--- config.mk ---
export PLATFORM = sky130hd
export DESIGN_NAME = jtframe_z80_dma
export DESIGN_NICKNAME = d
export VERILOG_FILES = /design/src/rtl/jtframe_z80_dma_pkg.sv /design/src/rtl/jtframe_z80_dma.sv
export SDC_FILE = /design/constraint.sdc
export NUM_CORES = 1
export LEC_CHECK = 0
export CAP_MARGIN = 5
export CORE_UTILIZATION = 50
export DETAILED_ROUTE_END_ITERATION = 16
export GPL_ROUTABILITY_DRIVEN = 0
export PLACE_DENSITY = 0.91
export REMOVE_ABC_BUFFERS = 1
export SLEW_MARGIN = 25
export SYNTH_ARGS = -nofsm -noshare
export SYNTH_HDL_FRONTEND = slang
export SYNTH_SLANG_ARGS = --single-unit
--- constraint.sdc ---
create_clock -name clk -period 2.2 [get_ports clk]
set_clock_uncertainty 0.05 [all_clocks]
set_input_delay 0.44 -clock clk [delete_from_list [all_inputs] [get_ports clk]]
set_output_delay 0.44 -clock clk [all_outputs]
set_load 0.005 [all_outputs]
--- src/rtl/jtframe_z80_dma_pkg.sv ---
// Shared types for the Z80 bus-master block copier.
package jtframe_z80_dma_pkg;
  localparam int ST_W = 3;
  typedef enum logic [ST_W-1:0] {IDLE, REQ, RD, DATA, REL} state_t;
endpackage

--- src/rtl/jtframe_z80_dma.sv ---
// Borrows the Z80 bus via BUSRQ_n/BUSAK_n and streams a block of shared RAM
// bytes into an external sink with ready/valid handshaking.
module jtframe_z80_dma
  import jtframe_z80_dma_pkg::*;
#(
  parameter int AW = 12,
  parameter int LW = 8
) (
  input  logic          clk,
  input  logic          rst_n,
  input  logic          start,
  input  logic [AW-1:0] src_addr,
  input  logic [LW-1:0] len,
  output logic          busy,
  output logic          done,
  output logic          busrq_n,
  input  logic          busak_n,
  output logic [AW-1:0] ram_addr,
  output logic          ram_rd,
  input  logic [7:0]    ram_din,
  output logic [7:0]    sink_data,
  output logic          sink_we,
  input  logic          sink_ready
);
  state_t        state, nxt;
  logic [AW-1:0] addr, addr_q;
  logic [LW-1:0] cnt;
  logic [7:0]    data_q;
  logic          fresh, done_q;

  always_comb begin
    nxt = state;
    case (state)
      IDLE: if (start && len != '0) nxt = REQ;
      REQ:  if (!busak_n) nxt = RD;
      RD:   nxt = busak_n ? REQ : DATA;
      DATA: begin
        if (busak_n)         nxt = REQ;
        else if (sink_ready) nxt = (cnt == LW'(1)) ? REL : RD;
      end
      REL:  if (busak_n) nxt = IDLE;
      default: nxt = IDLE;
    endcase
  end

  // RAM data arrives in the first DATA cycle; it is passed straight through
  // then, and held from data_q while the sink stalls.
  assign busrq_n   = !(state == REQ || state == RD || state == DATA);
  assign busy      = state != IDLE;
  assign done      = done_q;
  assign ram_rd    = state == RD && !busak_n;
  assign sink_we   = state == DATA && !busak_n;
  assign ram_addr  = (state == RD) ? addr : addr_q;
  assign sink_data = fresh ? ram_din : data_q;

  always_ff @(posedge clk) begin
    if (!rst_n) begin
      state  <= IDLE;
      addr   <= '0;
      addr_q <= '0;
      cnt    <= '0;
      data_q <= '0;
      fresh  <= 1'b0;
      done_q <= 1'b0;
    end else begin
      state  <= nxt;
      done_q <= 1'b0;
      fresh  <= 1'b0;
      case (state)
        IDLE: if (start) begin
          if (len != '0) begin
            addr <= src_addr;
            cnt  <= len;
          end else begin
            done_q <= 1'b1;
          end
        end
        RD: begin
          addr_q <= addr;
          fresh  <= !busak_n;
        end
        DATA: begin
          if (fresh) data_q <= ram_din;
          // a lost bus masks sink_we, so a dropped byte never advances
          if (sink_we && sink_ready) begin
            addr <= addr + AW'(1);
            cnt  <= cnt - LW'(1);
          end
        end
        REL: if (busak_n) done_q <= 1'b1;
        default: ;
      endcase
    end
  end
endmodule
* Word-level counts from Yosys, hierarchy flattened *
Cells that the tools add are included.

word-level totals
  bits in latches = 0
  bits of input ports = 33
  memories = 0
  RAM bits = 0
  bits in registers = 45
  logic and storage cells = 58
  bits in read-only memories = 0

cells by class
  shift operators = 0
  $lt $le $gt $ge = 0
  div/mod/pow operators = 0
  bitwise operators = 0
  reduce and logical (&&, ||, !) cells = 15
  equal/unequal tests = 12
  multiplexer cells = 22
  multipliers = 0
  add/subtract/negate cells = 2

operators by type and width
  kind                     count
  $mux W12                 4
  $mux W8                  4
  $pmux W12 S2             1
  $mux W3                  6
  $pmux W8 S2              1
  $pmux W3 S5              1
  $add A12 B1 Y12 const B  1
  $ne A2 B2 Y1 const B     5
  $eq A8 B1 Y1 const B     1
  $reduce_and A4 Y1        2
  $reduce_bool A8 Y1       1
  $sub A8 B1 Y8 const B    1
  $eq A3 B2 Y1 const B     2
  $logic_and A1 B1 Y1      4
  $eq A3 B1 Y1 const B     1
  $eq A3 B3 Y1 const B     1
  $logic_not A3 Y1         1
  $mux W1                  3
  $ne A3 B3 Y1 const B     1
  $reduce_bool A3 Y1       1
  $logic_not A1 Y1         2
  $logic_or A1 B1 Y1       2
  $mux W2                  1
  $ne A2 B1 Y1 const B     1
  3 further kinds          3

* Logic depth before layout (Yosys ltp) *
  depth in word-level cells = 5
  mapped depth = 7

* Least setup slack after synthesis *
Ideal clock, no wire load.

  path kind = register to output
  from = register state[1]
  to = output port ram_addr[3]
  required time = 1710 ps
  slack = 330 ps
  stages on the path, launching flop included = 5
  arrival time = 1380 ps
  cells stage by stage = dfxtp_1 buf_2 nor3b_2 buf_2 mux2_2

between the ends
  word-level cells in the longest chain between the ends = 2

RTL lines
  what                      line                   source
  start: declaration        jtframe_z80_dma.sv:25  state_t state, nxt;
  start signal: assignment  jtframe_z80_dma.sv:66  state <= nxt;
  $eq A3 B2 Y1              jtframe_z80_dma.sv:53  assign ram_addr = (state == RD) ? addr : addr_q;
  $mux W12                  n/a
  end: declaration          jtframe_z80_dma.sv:18  output logic [AW-1:0] ram_addr,

Every way passes these cells.

* Worst setup path in the final report *
  from = register state[0]
  to = output port ram_addr[7]

Same word-level chain as after synthesis.

==> flow_summary.json <==
{
  "antenna_cells": 0,
  "relSlewSlack_pct": 62.0,
  "hold_slack_ns": 0.442,
  "ant_nets": 0,
  "clock-root-buffer": "clkbuf_8",
  "cts_made_buffers": 5,
  "drc": 0,
  "ys_types": 54,
  "required_ns": 1.71,
  "leakagePower_uw": 0.00138,
  "coreArea_sq_um": 4720,
  "rr_startpoint": "state[2]$_SDFFE_PN0P_",
  "synthTopCellsByCount": "dfxtp_1 (45), nor2_1 (29), a21oi_1 (21), nand2_1 (21), mux2_2 (18)",
  "async_reset_ff_share_pct": 0,
  "layout-drive-gt1-share_pct": 19.6,
  "dieHeight_um": 72.2,
  "first_iter_violations": 183,
  "grt_pass1_wl_mm": 10.8,
  "cts_max_level": 2,
  "num_vias": 2501,
  "die_w_um": 72.2,
  "fin_area_sq_um": 3350,
  "yosys-top-cells-area": "dfxtp_1 (37%), mux2_2 (8.2%), nor2_1 (4.4%), and2_1 (4.3%), a21oi_1 (4.3%)",
  "start_util_pct": 52.2,
  "die-area_sq_um": 5220,
  "clkSinkCount": 45,
  "worstMarginPinSlew_ns": 0.570,
  "holdBufCountCts": 0,
  "startpoint": "state[0]$_SDFFE_PN0P_",
  "worst-r2r-cell-count": 7,
  "avgRoutedWirePerCell_um": 15.3,
  "utilization_pct": 70.9,
  "overflow": 0,
  "synth-seq-cells": 45,
  "min-delay-start": "addr[11]$_SDFFE_PN0P_",
  "synth_area_sq_um": 2470,
  "end_kind": "output pin",
  "cts_tree": "yes",
  "viasPerCell": 5.88,
  "portBuffers": 57,
  "ir_drop_mv": 0.426,
  "p_per_area_nw_per_um2": 534,
  "synth_top_cell_by_area": "dfxtp_1",
  "synth_area_per_cell_sq_um": 8.59,
  "grt_max_degree": 47,
  "nNetsFinal": 393,
  "antenna_found_initial": 0,
  "drv_cap": 0,
  "rsz0062_at_grt": "yes",
  "clock_latency_ns": 0.31,
  "num_rows": 25,
  "hold_viol": 0,
  "yosysMostFrequentCell": "dfxtp_1",
  "synth_ff_type": "dfxtp_1",
  "grt_pass1_vias": 2395,
  "period_minus_slack_ns": 2.15,
  "hold_depth": 2,
  "placed_area_sq_um": 3250,
  "firstDrtPassIters": 4,
  "cp.arrival_ns": 1.66,
  "fmax_mhz": 466,
  "final-setup-viol-count": 0,
  "wl_mm": 6.48,
  "grt_usage_pct": 26.1,
  "area_delta_synth_final_pct": 35.9,
  "top_level_ports": 58,
  "critPathKind": "register to output pin",
  "fin_crit_sh_pct": 97.6,
  "seq_area_frac_synth_pct": 36.5,
  "fill_cells": 362,
  "yosysWarnings": 0,
  "startpoint_type": "register",
  "hp-class": "register to register",
  "finalMaxSlewViolations": 0,
  "synth_top_area_share_pct": 36.5,
  "synth_edf_count": 0,
  "syn-instance-count": 287,
  "hpwl_mm": 4.54,
  "crit_fanout": 14,
  "outcome": "finished, final reports clean",
  "clk_pin_slew_ns": 0.09,
  "cts_max_path_buffers": 2
}
-- critical path, cell delays in order (launching register included) --
cell           delay, ns
dfxtp_2             0.34
nor3b_4             0.22
buf_12              0.17
mux2_2              0.35
dlygate4sd2_1       0.26
-- what timing repair did --
item	CTS	global route
setup buffers	1	0
endpoints found under the setup margin	14	17
pin swaps	1	1
gates resized for setup	13	6
-- power by group --
part / leakage (uW) / switching [uW] / internal (uW)
logic: 0.000966 / 165 / 197
clock network: 0.0000445 / 305 / 226
registers: 0.000368 / 42.1 / 854
-- worst paths after layout --
| kind | to | slack [ns] |
|---|---|---|
| min | addr[11]$_SDFFE_PN0P_ | 0.44 |
| max | ram_addr[7] | 0.05 |
| min reg2reg | addr[11]$_SDFFE_PN0P_ | 0.44 |
| max reg2reg | addr[7]$_SDFFE_PN0P_ | 0.27 |
-- logic make-up after synthesis --
family / synth area share (%)
mux: 9.13
compound gates: 21.6
simple gates: 25.9
buf+inv: 5.38
flops: 36.5
fa+ha+maj: 1.52
-- state kept, by name (all words and copies together), names as in the netlist --
name and count:
state 3, done 1, addr 12, fresh 1, data_q 8, cnt 8, addr_q 12
-- layer usage --
layer	track usage, %	vias up	wire length, um
met5	0	-	0
met4	9.80	0	86
met3	4.44	10	446
met2	46.0	110	3230
met1	31.8	1169	2720
li1	-	1212	-
-- cell usage in the layout (no fill, tap or decap), types with 5 or more instances in the layout --
cell type and count:
and2_1 17, a22oi_1 5, a21oi_1 21, nor4_1 9, nand2_1 21, o21ai_0 5, inv_1 6, dlygate4sd2_1 12
mux2_2 18, clkdlybuf4s50_1 44, buf_4 27, o32ai_1 9, nor3_1 12, nor2_1 28, o22ai_1 6, dfxtp_1 42
clkbuf_8 5
-- through the flow --
step	worst slack, ns	total power (uW)	cells	setup TNS, ns
final	0.0532	1790	425	0
after global routing	-0.00876	1870	425	-0.0158
after CTS	0.00815	1790	425	0
after detailed placement	-0.121	1270	416	-1.07
after global placement	-0.0643	1250	416	-0.452
after floorplan	-0.616	1080	264	-11.61
-- final cells by class --
cell class / instances / area (sq um) / area share, %
multi-input cells: 213 / 1450 / 43.2
flip-flops and latches: 45 / 905 / 27.0
repair buffers: 86 / 801 / 23.9
well taps: 67 / 83.8 / 2.50
clock buffers: 5 / 68.8 / 2.05
inverters: 6 / 22.5 / 0.672
clock inverters: 3 / 21.3 / 0.635
Power figures use the tool's default switching activity.
